File: src/rtl/ir_packet_tx.sv
// ir_packet_tx: serialises one IR car-control packet per SEND_PACKET strobe.
// A packet is: start, gap, car-select, gap, right, gap, left, gap, backward, gap,
// forward, gap. Bursts are carrier-modulated and gaps are silent.
// Ports:
//   CLK          system clock
//   RESET        synchronous, active-high reset
//   SEND_PACKET  one-cycle start strobe; ignored while a packet is in flight
//   COMMAND      [3]=right [2]=left [1]=backward [0]=forward, latched on accept
//   IR_LED       registered, modulated IR output
//   BUSY         high while a packet is in flight
//   DONE         one-cycle pulse after the final gap completes
module ir_packet_tx #(
  parameter int unsigned CARRIER_HALF    = 1389,
  parameter int unsigned START_PULSES    = 191,
  parameter int unsigned GAP_PULSES      = 25,
  parameter int unsigned CARSEL_PULSES   = 47,
  parameter int unsigned ASSERT_PULSES   = 47,
  parameter int unsigned DEASSERT_PULSES = 22
) (
  input  logic       CLK,
  input  logic       RESET,
  input  logic       SEND_PACKET,
  input  logic [3:0] COMMAND,
  output logic       IR_LED,
  output logic       BUSY,
  output logic       DONE
);

  localparam logic [2:0] IDLE   = 3'd0;
  localparam logic [2:0] START  = 3'd1;
  localparam logic [2:0] GAP    = 3'd2;
  localparam logic [2:0] CARSEL = 3'd3;
  localparam logic [2:0] RIGHT  = 3'd4;
  localparam logic [2:0] LEFT   = 3'd5;
  localparam logic [2:0] BACK   = 3'd6;
  localparam logic [2:0] FWD    = 3'd7;

  // Phase spans a full carrier period, up to 2*65535-1.
  localparam int unsigned PhW = 17;
  localparam logic [PhW-1:0] PhaseLast = PhW'(2 * CARRIER_HALF - 1);
  localparam logic [PhW-1:0] PhaseHalf = PhW'(CARRIER_HALF);

  logic [2:0]     state_q, state_d;
  logic [2:0]     ret_q, ret_d;      // burst that follows the current gap
  logic [PhW-1:0] phase_q, phase_d;
  logic [9:0]     pulse_q, pulse_d;
  logic [3:0]     cmd_q, cmd_d;
  logic           led_q, led_d;
  logic           busy_q, busy_d;
  logic           done_q, done_d;

  logic [9:0] seg_len;
  logic       in_burst;
  logic       wrap;
  logic       seg_end;

  always_comb begin
    seg_len = 10'd1;
    case (state_q)
      START:   seg_len = 10'(START_PULSES);
      GAP:     seg_len = 10'(GAP_PULSES);
      CARSEL:  seg_len = 10'(CARSEL_PULSES);
      RIGHT:   seg_len = cmd_q[3] ? 10'(ASSERT_PULSES) : 10'(DEASSERT_PULSES);
      LEFT:    seg_len = cmd_q[2] ? 10'(ASSERT_PULSES) : 10'(DEASSERT_PULSES);
      BACK:    seg_len = cmd_q[1] ? 10'(ASSERT_PULSES) : 10'(DEASSERT_PULSES);
      FWD:     seg_len = cmd_q[0] ? 10'(ASSERT_PULSES) : 10'(DEASSERT_PULSES);
      default: seg_len = 10'd1;
    endcase
  end

  assign in_burst = (state_q != IDLE) && (state_q != GAP);
  assign wrap     = (phase_q == PhaseLast);
  // A segment ends on the wrap that completes its last carrier period.
  assign seg_end  = wrap && (pulse_q == seg_len - 10'd1);

  always_comb begin
    state_d = state_q;
    ret_d   = ret_q;
    phase_d = phase_q;
    pulse_d = pulse_q;
    cmd_d   = cmd_q;
    done_d  = 1'b0;
    if (state_q == IDLE) begin
      if (SEND_PACKET) begin
        state_d = START;
        cmd_d   = COMMAND;
        phase_d = '0;
        pulse_d = '0;
      end
    end else if (seg_end) begin
      phase_d = '0;
      pulse_d = '0;
      if (state_q == GAP) begin
        state_d = ret_q;
        done_d  = (ret_q == IDLE);
      end else begin
        state_d = GAP;
        case (state_q)
          START:   ret_d = CARSEL;
          CARSEL:  ret_d = RIGHT;
          RIGHT:   ret_d = LEFT;
          LEFT:    ret_d = BACK;
          BACK:    ret_d = FWD;
          default: ret_d = IDLE;
        endcase
      end
    end else if (wrap) begin
      phase_d = '0;
      pulse_d = pulse_q + 10'd1;
    end else begin
      phase_d = phase_q + PhW'(1);
    end
    busy_d = (state_d != IDLE);
    led_d  = in_burst && (phase_q < PhaseHalf);
  end

  always_ff @(posedge CLK) begin
    if (RESET) begin
      state_q <= IDLE;
      ret_q   <= IDLE;
      phase_q <= '0;
      pulse_q <= '0;
      cmd_q   <= '0;
      led_q   <= 1'b0;
      busy_q  <= 1'b0;
      done_q  <= 1'b0;
    end else begin
      state_q <= state_d;
      ret_q   <= ret_d;
      phase_q <= phase_d;
      pulse_q <= pulse_d;
      cmd_q   <= cmd_d;
      led_q   <= led_d;
      busy_q  <= busy_d;
      done_q  <= done_d;
    end
  end

  assign IR_LED = led_q;
  assign BUSY   = busy_q;
  assign DONE   = done_q;

endmodule
File: config.mk
export PLATFORM = sky130hd
export DESIGN_NAME = ir_packet_tx
export DESIGN_NICKNAME = d
export VERILOG_FILES = /design/src/rtl/ir_packet_tx.sv
export SDC_FILE = /design/constraint.sdc
export NUM_CORES = 1
export LEC_CHECK = 0
export BUFFER_PORTS_ARGS = -buffer_cell sky130_fd_sc_hd__clkbuf_2
export CAP_MARGIN = 20
export CORE_ASPECT_RATIO = 1.2
export CORE_MARGIN = 1
export CORE_UTILIZATION = 40
export DETAILED_ROUTE_END_ITERATION = 6
export PLACE_DENSITY_LB_ADDON = 0.15
export SLEW_MARGIN = 20
export SYNTH_ARGS = -nofsm -noshare
export SYNTH_HDL_FRONTEND = slang
export SYNTH_SLANG_ARGS = --single-unit
export TNS_END_PERCENT = 50
File: constraint.sdc
create_clock -name CLK -period 5.9 [get_ports CLK]
set_input_delay 1.18 -clock CLK [delete_from_list [all_inputs] [get_ports CLK]]
set_output_delay 1.18 -clock CLK [all_outputs]
set_load 0.02 [all_outputs]
==> flow_summary.toml <==
[place]
dp_hpwl_um = 3460
dp_slack_ps = 2220
place_area_um2 = 2330
gp_congestion = 0.790
portBuffers = 9

[synthesis]
yosysSeqAreaShare = 0.348
ys_ff_latch = 40
synth.distinct_cells = 53
syn_inst = 293
synthArstFlopShare = 0
yosysWarnings = 0
synth_nets = 305
syn_area_per_cell_um2 = 7.86
ys.flop_type = "dfxtp_1"
synth_edf_count = 0
syn_area_um2 = 2300

[power]
p_per_area_nw_per_um2 = 231
ir_drop_mv = 0.108
power_leakage_nw = 0.851

[final_layout]
final_cell_area_um2 = 2410
area_growth_pct = 4.73
final_common_cell = "dfxtp_1"
final_cell_mix = "dfxtp_1, nor2_1, nand2_1"
drive_above_1_share = 0.0790
post-route-util = 0.446
antenna_cells = 0
nFillCells = 540
final_nets = 303

[die]
die_area_um2 = 6060
die_w_um = 71.3
die_y_um = 85.1
rows = 29
pin_count = 10
core_region_area_um2 = 5410
start_util = 0.426

[setup_path]
path_class = "reg -> reg"
crit_arrival_ps = 3910
setup.worst_path.start = "state_q[1]"
start_kind = "register"
cp.required_ps = 6080
r2r_start = "state_q[1]"
endpoint_kind = "register"
crit_slowest_cell = "dfxtp_1"
cp_max_fo = 19
critical_path.top_delay_family = "compound AO/OA/AOI/OAI gates"
cp_cell_sequence = "mux2_1 -> o22ai_1 -> ha_1 -> xor2_1 -> nor3_1 -> a211o_1 -> a2111oi_4 -> or3_1 -> o21bai_1 -> a21o_1"
slowest_delay_ps = 740
crit_buf_inv = 0

[route]
drt-initial-drc-count = 117
dr.pass1.iters = 6
drt-vias-per-instance = 5.85
post_drt_wl_per_cell_um = 14.3
drcViolationCount = 2
routed_wl_um = 5040
ant_nets = 0
vias = 2064

[outcome]
violations = "design-rule violations"
status = "finished with violations"

[sta]
final.setup.worst_slack_ps = 2170
maxSlewViolCount = 0
fin_crit_sh = 0.632
timing.final.hold_violations = 0
fmax_ghz = 0.268
timing.max_slew.rel_slack = 0.504
setup_viol = 0
fin_tns_setup_ps = 0
tightest_slew_ps = 743
skew_ps = 2.82
rsz0062_at_grt = "false"
finalCriticalPeriod_ps = 3730

[clocking]
tritoncts = "done"
postCtsHoldBufs = 0
post-cts-setup-buffers = 0
cts_sinks = 40
clockBufferDepth = 2
clockRootBuffer = "clkbuf_8"
cts_buffers = 5
clkTransAtPathRegs_ps = 70
clk_latency_ps = 280
ctsResizeCount = 0
cts.htree.levels = 2

[global_route]
antenna_found_initial = 0
grt_pass1_wl_um = 8690
grt_max_degree = 36
grt_overflow = 0
track_usage = 0.179
grt_pass1_vias = 1925

[run]
cap_violations = 0

[min_path]
hold_path_class = "reg -> reg"
hold_start = "ret_q[2]"
power by group:
part           switching (W)  internal, W  total [W]
logic              0.0000623    0.0000366  0.0000989
registers          0.0000110     0.000277   0.000288
clock network      0.0000888    0.0000804   0.000169
total               0.000162     0.000394   0.000556
through the flow:
stage               hold WS (ps)  power, W  cells
global route                 491  0.000593    353
CTS                          474  0.000566    353
detailed placement           464  0.000393    346
finish                       469  0.000556    353
global placement             453  0.000393    346
floorplan                    434  0.000373    293
routing by layer:
metal / track usage / routed length (µm) / part of all wire / vias up
met5: 0 / 0 / 0 / -
met4: 0.0655 / 54 / 0.011 / 0
met3: 0.0368 / 118 / 0.023 / 5
met2: 0.322 / 2510 / 0.50 / 24
met1: 0.208 / 2360 / 0.47 / 979
li1: - / - / - / 1056
cells in the mapped netlist (2+ instances only):
library cell  number  area [µm²]
a211oi_1           2        15.0
a21o_1             4        30.0
a311oi_1           3        26.3
nor3_1            15        75.1
nand2_1           30         113
o31ai_1            2        15.0
a22oi_1            2        15.0
or4_1              2        15.0
nand3b_1           2        15.0
buf_6              2        22.5
o21bai_1           2        15.0
o211ai_1           4        30.0
nor2_1            35         131
a211o_1            3        26.3
o21ai_0           18        90.1
xnor2_1            6        52.6
inv_1              5        18.8
xor2_1             2        17.5
buf_2              4        20.0
nand3_1           11        55.1
nand4_1            3        18.8
a31oi_1            4        25.0
o21ai_1            2        10.0
a21oi_1           19        95.1
nor4_1             5        31.3
ha_1               5        62.6
dfxtp_1           40         801
or3_1              6        37.5
and3_1             6        37.5
clkbuf_1          11        41.3
nand2b_1           5        31.3
nor3b_1            5        37.5
and2_1             4        25.0
mux2i_1            5        50.1
registers in the layout (all words and copies together) (netlist names):
| signal | count |
|---|---|
| DONE | 1 |
| state_q | 3 |
| phase_q | 17 |
| IR_LED | 1 |
| cmd_q | 4 |
| pulse_q | 10 |
| ret_q | 3 |
| BUSY | 1 |
layout make-up:
type,count,area [µm²],share of cell area
Multi-Input combinational cell,230,1390,0.577
Sequential cell,40,801,0.332
Tap cell,62,77.6,0.0322
Clock buffer,6,72.6,0.0301
Timing Repair Buffer,9,45.0,0.0187
Inverter,5,18.8,0.00778
Clock inverter,1,5.00,0.00208
path summary, 6_finish.rpt:
kind / endpoint / cells past startpoint / slack, ps
max: pulse_q[5] / 10 / 2170
min: ret_q[2] / 2 / 470
max reg2reg: pulse_q[5] / 10 / 2170
min reg2reg: ret_q[2] / 2 / 470
worst min-delay path, delay by kind of cell (launching register included):
kind	cells	cell delay, ps
buf+inv	1	50
compound gates	1	50
flops	1	330
logic make-up (layout without fill, tap and decap cells):
group           after synthesis  after routing  synth area share
mux                           8              8            0.0380
buf+inv                      23             21            0.0478
compound gates               75             75             0.217
simple gates                134            134             0.292
fa+ha+maj                     5              5            0.0272
flops                        40             40             0.348
xor+xnor                      8              8            0.0304
No activity file was read; power rests on OpenSTA's default activity.
